$ cat src/rtl/tt_sweep_pkg.sv
// Shared types and sizing helpers for the truth-table sweeper.
package tt_sweep_pkg;

  typedef enum logic [1:0] {
    IDLE,
    DRIVE,
    DONE
  } state_t;

  function automatic int ncomb(input int n);
    return 1 << n;
  endfunction

  // A one-cycle dwell still needs a real (1-bit) counter to keep widths legal.
  function automatic int dwell_w(input int dwell);
    return (dwell <= 1) ? 1 : $clog2(dwell);
  endfunction

endpackage

$ cat src/rtl/tt_dwell_timer.sv
// Counts 0..DWELL-1 while enabled; clear wins over enable.
module tt_dwell_timer
  import tt_sweep_pkg::*;
#(
  parameter int DWELL = 20
) (
  input  logic clk,
  input  logic rst,
  input  logic clear,
  input  logic en,
  output logic last
);

  localparam int W = dwell_w(DWELL);

  logic [W-1:0] count;

  always_ff @(posedge clk) begin
    if (rst || clear) begin
      count <= '0;
    end else if (en) begin
      count <= count + W'(1);
    end
  end

  assign last = (count == W'(DWELL - 1));

endmodule

$ cat src/rtl/truth_table_sweeper.sv
// Walks every input combination of a small combinational block, holding each
// for DWELL cycles, and scores the sampled output against EXPECTED.
module truth_table_sweeper
  import tt_sweep_pkg::*;
#(
  parameter int                     N_IN     = 2,
  parameter int                     DWELL    = 20,
  parameter logic [(1<<N_IN)-1:0]   EXPECTED = 4'b1000
) (
  input  logic                      clk,
  input  logic                      rst,
  input  logic                      start,
  input  logic                      dut_out,
  output logic [N_IN-1:0]           stim,
  output logic                      busy,
  output logic                      done,
  output logic                      pass,
  output logic [ncomb(N_IN)-1:0]    obs_vec,
  output logic [ncomb(N_IN)-1:0]    err_vec,
  output logic [N_IN:0]             err_cnt
);

  localparam int              NC       = ncomb(N_IN);
  localparam logic [N_IN-1:0] LAST_IDX = N_IN'(NC - 1);

  state_t            state, state_nxt;
  logic [N_IN-1:0]   idx, stim_q;
  logic [NC-1:0]     obs_q, err_q;
  logic [N_IN:0]     cnt_q, cnt_sum;
  logic              pass_q;
  logic              accept, sample, last_comb, err_bit;
  logic              tmr_clear, tmr_en, tmr_last;

  tt_dwell_timer #(.DWELL(DWELL)) u_timer (
    .clk   (clk),
    .rst   (rst),
    .clear (tmr_clear),
    .en    (tmr_en),
    .last  (tmr_last)
  );

  always_ff @(posedge clk) begin
    if (rst) state <= IDLE;
    else     state <= state_nxt;
  end

  // The timer is held cleared outside DRIVE so each sweep starts from dwell 0.
  always_comb begin
    state_nxt = state;
    accept    = 1'b0;
    sample    = 1'b0;
    tmr_clear = 1'b1;
    tmr_en    = 1'b0;
    case (state)
      IDLE: begin
        if (start) begin
          state_nxt = DRIVE;
          accept    = 1'b1;
        end
      end
      DRIVE: begin
        tmr_clear = 1'b0;
        tmr_en    = 1'b1;
        if (tmr_last) begin
          sample    = 1'b1;
          tmr_clear = 1'b1;
          if (last_comb) state_nxt = DONE;
        end
      end
      DONE:    state_nxt = IDLE;
      default: state_nxt = IDLE;
    endcase
  end

  assign last_comb = (idx == LAST_IDX);
  assign err_bit   = dut_out ^ EXPECTED[idx];
  assign cnt_sum   = cnt_q + (N_IN + 1)'(err_bit);

  // stim advances on the sampling edge so there is no gap between combinations.
  always_ff @(posedge clk) begin
    if (rst) begin
      idx    <= '0;
      stim_q <= '0;
      obs_q  <= '0;
      err_q  <= '0;
      cnt_q  <= '0;
      pass_q <= 1'b0;
    end else if (accept) begin
      idx    <= '0;
      stim_q <= '0;
      obs_q  <= '0;
      err_q  <= '0;
      cnt_q  <= '0;
      pass_q <= 1'b0;
    end else if (sample) begin
      obs_q[idx] <= dut_out;
      err_q[idx] <= err_bit;
      cnt_q      <= cnt_sum;
      if (last_comb) begin
        pass_q <= (cnt_sum == '0);
      end else begin
        idx    <= idx + N_IN'(1);
        stim_q <= idx + N_IN'(1);
      end
    end else if (state == DONE) begin
      stim_q <= '0;
    end
  end

  assign stim    = stim_q;
  assign busy    = (state == DRIVE);
  assign done    = (state == DONE);
  assign pass    = pass_q;
  assign obs_vec = obs_q;
  assign err_vec = err_q;
  assign err_cnt = cnt_q;

endmodule

$ cat config.mk
export PLATFORM = sky130hd
export DESIGN_NAME = truth_table_sweeper
export DESIGN_NICKNAME = d
export VERILOG_FILES = /design/src/rtl/tt_sweep_pkg.sv /design/src/rtl/tt_dwell_timer.sv /design/src/rtl/truth_table_sweeper.sv
export SDC_FILE = /design/constraint.sdc
export NUM_CORES = 1
export LEC_CHECK = 0
export CORE_MARGIN = 2
export CORE_UTILIZATION = 55
export CTS_CLUSTER_SIZE = 8
export DETAILED_ROUTE_END_ITERATION = 10
export PLACE_DENSITY = 0.87
export SLEW_MARGIN = 30
export SYNTH_ARGS = -nofsm -noshare
export SYNTH_HDL_FRONTEND = slang
export SYNTH_SLANG_ARGS = --single-unit
$ cat constraint.sdc
create_clock -name clk -period 3.55 [get_ports clk]
set_input_delay 0.71 -clock clk [delete_from_list [all_inputs] [get_ports clk]]
set_output_delay 0.71 -clock clk [all_outputs]
set_load 0.1 [all_outputs]
==> metrics.md, run 1 <==
| Metric | Value |
|---|---|
| Status | `completed` |
| R2R setup slack | `approximately 1.4 ns` |
| Final hold vios | `0` |
| Yosys top cell area share | `roughly 40%` |
| CP required | `2.84 ns` |
| Power density cells | `just over 300 nW/um2` |
| I/O pin count | `20` |
| Top delay family on crit path | `buffers and inverters` |
| Flip-flop and latch count after synthesis | `23` |
| Class of the worst hold path | `register to register` |
| Number of iterations in the first detailed-routing pass | `5` |
| FILL cells | `181` |
| Top post-synthesis cells by count | `dfxtp_1, a21oi_1, o21ai_0, ha_1, nor2_1` |
| CP max stage delay | `between 0.5 and 0.6 ns` |
| Global-route wire length before repair | `about 4.0 mm` |
| Leading area contributor after synthesis | `dfxtp_1` |
| Sw frac | `around a quarter` |
| # Post-CTS Setup Buffers | `0` |
| Synth Instances | `127` |
| Max-slew violation count | `0` |
| Worst Tran Pin Value | `just under 1 ns` |
| Peak supply drop | `~0.23 mV` |
| Critical path class | `register to output pin` |
| Yosys cell types | `33` |
| CP startpoint | `state[0]` |
| Clock transition at path regs | `roughly 0.12 ns` |
| Synth area leaders | `dfxtp_1, ha_1, a21oi_1, o21ai_0, a32o_1` |
| Switching power | `slightly below 100 uW` |
| Final setup skew | `about 0.0083 ns` |
| Post-Syn Area | `roughly 1100 um2` |
| # diodes | `0` |
| Register area | `around 460 um2` |
| Multi-input gate area | `604 um2` |
| Most used DFF post-synth | `dfxtp_1` |
| Die W | `around 50 um` |
| Leak pwr | `0.000470 uW` |
| Dpl ws | `0.802 ns` |
| Stages on worst setup path | `3` |
| IO Port Bufs | `19` |
| Routed Wire Length | `2.35 mm` |
| Critical Path, Cell by Cell | `nand2b_1, inv_1, buf_4` |
| Fmax | `just under 400 MHz` |
| Routed wire per std cell | `between 10 and 15 um` |
| RD Place Congestion | `0.813` |
| DP HPWL | `roughly 1.7 mm` |
| Initial Util | `between 50% and 60%` |
| Post-CTS sizing | `0` |
| Critical-path maximum fanout | `12` |
| Sequential power share | `64.3%` |
| Area Growth Syn to Fin | `17.7%` |
| Finished Core Util | `about two thirds` |
| DR iter-0 viols | `33` |
| CP arrival | `1.87 ns` |
| Mapped Nets | `139` |
| R2R cell count | `7` |
| # DRC | `0` |
| Final Power | `408 uW` |
| Vias | `1,015` |
| Max_slew headroom | `approximately a third` |
| CTS H-tree depth | `1` |
| Worst Setup EP | `busy` |
| Layout cells sized above 1 | `under 10%` |
| Vias in the first global route | `around 950` |
| Max-cap violations | `0` |
| Post-route setup slack | `slightly below 1 ns` |
| Largest net degree at the start of global routing | `18` |
| Total negative slack | `0 ns` |
| Unrepaired setup endpoints after global routing | `false` |
| EDFF count, synth | `0` |
| Final #Nets | `about 150` |
| CTS Hold Buffers Added | `0` |
| Critical path's slowest cell | `dfxtp_1` |
| Post-route antenna net violation count | `0` |
| CTS tree | `yes` |
| Longest Clk Path Bufs | `2` |
| CTS Buf Count | `3` |
| GRT overflow | `0` |
| # setup viols final | `0` |
| Buf/Inv on CP | `2` |
| Final worst path period need | `2.58 ns` |
| Element type at the critical path start | `register` |
| Average size of a mapped cell | `about 8.9 um2` |
| Clk pwr share | `approximately 28%` |
| Number of vias per cell | `between 6 and 7` |
| # rows | `16` |
| RR Startpoint | `idx[0]` |
| Clock Sinks | `23` |
| Sequential share of the synthesized area | `40.5%` |
| Initial antenna violation count | `0` |
| Capturing point of the worst reg2reg path | `err_cnt[2]` |
| Top-count cell post-synth | `dfxtp_1` |
| Core Box Area | `1960 um2` |
| Comb power frac | `7.2%` |
| Async SR Flop Fraction | `0%` |
| Synth Warn # | `0` |
| Total GRT Usage | `20.6%` |
| Root Driver | `clkbuf_4` |
| CP endpoint kind | `output pin` |
| Insertion delay to the later sink of the worst-skew pair | `about 0.3 ns` |
| Crit share post-route | `72.7%` |
| P_int | `around 310 uW` |
| Die Ht | `~49 um` |
| Total Die Area | `between 2000 and 2500 um2` |
## state kept, by name, summed over array words and instances, names as in the netlist
| register | count |
|---|---|
| state | 2 |
| err_cnt | 3 |
| stim | 2 |
| err_vec | 4 |
| pass | 1 |
| idx | 2 |
| u_timer.count | 5 |
| obs_vec | 4 |
## worst min path at each step
stage	start	end	slack [ns]	cells past startpoint
after floorplan	u_timer.count[0]	u_timer.count[0]	0.42	1
after global placement	u_timer.count[0]	u_timer.count[0]	0.43	1
after detailed placement	u_timer.count[0]	u_timer.count[0]	0.44	1
after CTS	u_timer.count[0]	u_timer.count[0]	0.46	1
after global routing	u_timer.count[0]	u_timer.count[0]	0.49	1
final	u_timer.count[0]	u_timer.count[0]	0.46	1
## final cells by class
| cell class | instances | area share, % |
|---|---|---|
| multi-input combinational | 88 | 45.2 |
| sequential | 23 | 34.4 |
| timing repair buffer | 19 | 13.8 |
| tap | 27 | 2.53 |
| inverter | 7 | 1.96 |
| clock buffer | 3 | 1.68 |
| clock inverter | 1 | 0.374 |
## stage by stage
step	hold slack [ns]	instances	cell area, um2
2_1_floorplan	0.417	127	1140
3_3_place_gp	0.427	164	1310
3_5_place_dp	0.444	164	1310
4_1_cts	0.463	168	1340
5_1_grt	0.494	168	1340
6_report	0.460	168	1340
## power groups by stage
stage               sequential, uW  clock [uW]  combinational (uW)
detailed placement             268           0                29.1
CTS                            263         122                29.2
finish                         263         117                29.3
global route                   263         132                32.0
floorplan                      266           0                22.4
global placement               268           0                28.3
## cell families (layout without fill, tap and decap cells)
family | Yosys count | count (layout) | share of synthesized area (%)
adder cells (fa/ha/maj) | 8 | 8 | 8.81
AND/OR/NAND/NOR | 41 | 41 | 22.0
flip-flops | 23 | 23 | 40.5
AO/OA/AOI/OAI | 35 | 35 | 19.3
buffers and inverters | 16 | 30 | 6.28
XOR/XNOR | 4 | 4 | 3.08
## metal layers
metal / track usage [%] / vias up / routed length (um)
met1: 27.3 / 470 / 1080
met5: 0 / - / 0
met4: 6.94 / 0 / 31
li1: - / 498 / -
met3: 4.24 / 4 / 152
met2: 33.3 / 43 / 1080
## cell usage in the layout, fill, tap and decap left out, types with 4 or more instances in the layout
master / Yosys / final
dfxtp_1: 23 / 23
clkdlybuf4s50_1: 0 / 17
a21oi_1: 11 / 11
o21ai_0: 9 / 9
nor2_1: 8 / 8
ha_1: 8 / 8
inv_1: 7 / 7
nor3_1: 7 / 7
nand4_1: 6 / 6
a31oi_1: 4 / 4
a32o_1: 4 / 4
nand3b_1: 4 / 4
Power figures use the tool's default switching activity.
==> run 2, diff against run 1 <==
CORE_UTILIZATION = 51   (was 55)
PLACE_DENSITY = 0.82   (was 0.87)
clock period = 2.4 ns   (was 3.55 ns; I/O delays follow)
==> metrics.md, run 2 (synthesis gave the netlist of run 1 again) <==
| Metric | Value |
|---|---|
| Final hold vios | `0 (unchanged)` |
| Switching power | `161 uW (+63%)` |
| Max-slew violation count | `0 (unchanged)` |
| Worst Hold Launch | `u_timer.count[0]` |
| Clock Sinks | `23 (unchanged)` |
| Fmax | `481 MHz` |
| DR iter-0 viols | `39 (+18%)` |
| CP startpoint | `state[1]` |
| Final worst path period need | `2.08 ns` |
| Routed wire per std cell | `14.3 um (+2.4%)` |
| R2R cell count | `7 (unchanged)` |
| Element type at the critical path start | `register` |
| Max_slew headroom | `60.0% (+25 points)` |
| Largest Register | `u_timer.count` |
| DP HPWL | `1.78 mm (+2.2%)` |
| Clock transition at path regs | `0.13 ns (about the same)` |
| Sequential power share | `62.1% (-2.2 points)` |
| Hold endpoint | `u_timer.count[0]` |
| Initial antenna violation count | `0 (unchanged)` |
| Vias | `1,046 (+3.1%)` |
| Vias in the first global route | `951 (+0.42%)` |
| CP endpoint kind | `output pin` |
| Routed Wire Length | `2.47 mm (+5.4%)` |
| Die Ht | `51.2 um (+3.5%)` |
| Hold path cells | `1 (unchanged)` |
| Critical-path maximum fanout | `12 (unchanged)` |
| Comb power frac | `8.4% (+1.2 points)` |
| Number of vias per cell | `6.05 (about the same)` |
| Post-CTS sizing | `0 (unchanged)` |
| RD Place Congestion | `0.832 (+2.4%)` |
| Unrepaired setup endpoints after global routing | `false` |
| Number of flip-flops in the largest register | `5 (unchanged)` |
| Total negative slack | `0 ns (unchanged)` |
| Die W | `51.2 um (+3.5%)` |
| CTS H-tree depth | `1 (unchanged)` |
| Final setup skew | `0.00704 ns (-0.00125 ns)` |
| CP arrival | `1.60 ns (-0.27 ns)` |
| IO Port Bufs | `19 (unchanged)` |
| Most frequent cells in the layout | `dfxtp_1, buf_4, a21oi_1` |
| Final Power | `626 uW (+53%)` |
| Longest Clk Path Bufs | `2 (unchanged)` |
| CTS tree | `yes` |
| # setup viols final | `0 (unchanged)` |
| Sw frac | `25.7% (+1.6 points)` |
| Root Driver | `clkbuf_4` |
| Post-route antenna net violation count | `0 (unchanged)` |
| Clk pwr share | `29.6% (+1.1 points)` |
| Core Box Area | `2150 um2 (+9.5%)` |
| Leading cell type in the layout, fill and taps excluded | `dfxtp_1` |
| Initial Util | `52.9% (-5.0 points)` |
| CTS Buf Count | `3 (unchanged)` |
| Largest net degree at the start of global routing | `18 (unchanged)` |
| Layout cells sized above 1 | `17.9% (+13 points)` |
| Leak pwr | `0.000522 uW (+11%)` |
| CTS Hold Buffers Added | `0 (unchanged)` |
| CP required | `1.92 ns (-0.92 ns)` |
| Number of iterations in the first detailed-routing pass | `4 (-1)` |
| P_int | `466 uW (+50%)` |
| # Post-CTS Setup Buffers | `0 (unchanged)` |
| Critical path class | `register to output pin` |
| Global-route wire length before repair | `4.11 mm (+2.9%)` |
| Peak supply drop | `0.340 mV (+45%)` |
| RR Startpoint | `idx[1]` |
| R2R setup slack | `0.35 ns (-1.04 ns)` |
| Crit share post-route | `86.6%` |
| GRT overflow | `0 (unchanged)` |
| Area Growth Syn to Fin | `18.7%` |
| Power density cells | `464 nW/um2 (+52%)` |
| I/O pin count | `20 (unchanged)` |
| # DRC | `0 (unchanged)` |
| Capturing point of the worst reg2reg path | `err_cnt[2]` |
| FILL cells | `175 (-3.3%)` |
| # diodes | `0 (unchanged)` |
| Worst Tran Pin Value | `0.600 ns (-0.379 ns)` |
| Total GRT Usage | `20.7% (+0.12 points)` |
| Final #Nets | `158 (+2.6%)` |
| Status | `completed` |
| Class of the worst hold path | `register to register` |
| Total Die Area | `2620 um2 (+7.2%)` |
| Insertion delay to the later sink of the worst-skew pair | `0.32 ns (+0.02 ns)` |
| Max-cap violations | `0 (unchanged)` |
| # rows | `17 (+1)` |
-- run 2: how the worst max path moves through the flow --
stage | cells past startpoint | end
3_5_place_dp | 7 | err_cnt[2]
3_3_place_gp | 7 | err_cnt[2]
5_1_grt | 7 | err_cnt[2]
4_1_cts | 3 | busy
2_1_floorplan | 5 | err_cnt[2]
6_report | 3 | busy
-- run 2: routing by layer --
metal | wire [um] | GRT usage [%] | part of all wire [%]
met1 | 1100 | 27.3 | 44
met2 | 1210 | 34.2 | 49
met3 | 143 | 2.63 | 5.8
met4 | 29 | 8.11 | 1.2
met5 | 0 | 0 | 0
-- run 2: layout make-up --
class / instances / area (um2) / share of cell area (%)
Inverter: 7 / 26.3 / 1.95
Multi-Input combinational cell: 88 / 607 / 45.0
Clock inverter: 1 / 5.00 / 0.371
Sequential cell: 23 / 460 / 34.1
Timing Repair Buffer: 23 / 193 / 14.3
Clock buffer: 3 / 22.5 / 1.67
Tap cell: 28 / 35.0 / 2.60
-- run 2: through the flow --
step	instance area (um2)	utilization (%)	hold WS [ns]	worst slack, ns	instances
after floorplan	1140	-	0.417	0.279	127
after global placement	1320	61.5	0.427	0.152	169
after detailed placement	1320	61.5	0.444	0.0730	169
after CTS	1350	62.8	0.463	0.334	173
after global routing	1350	62.8	0.487	0.143	173
final	1350	62.8	0.463	0.322	173
-- run 2: power by group through the flow --
stage	clock (uW)	combinational [uW]	sequential [uW]
final	185	52.4	389
after global routing	199	56.8	389
after CTS	186	52.0	388
after detailed placement	0	51.9	397
after global placement	0	50.4	397
after floorplan	0	33.4	394
-- run 2: critical path, cell delays in order (launching register included) --
cell and delay (ns):
dfxtp_1 0.54, nand2b_1 0.40, inv_1 0.15, buf_12 0.19
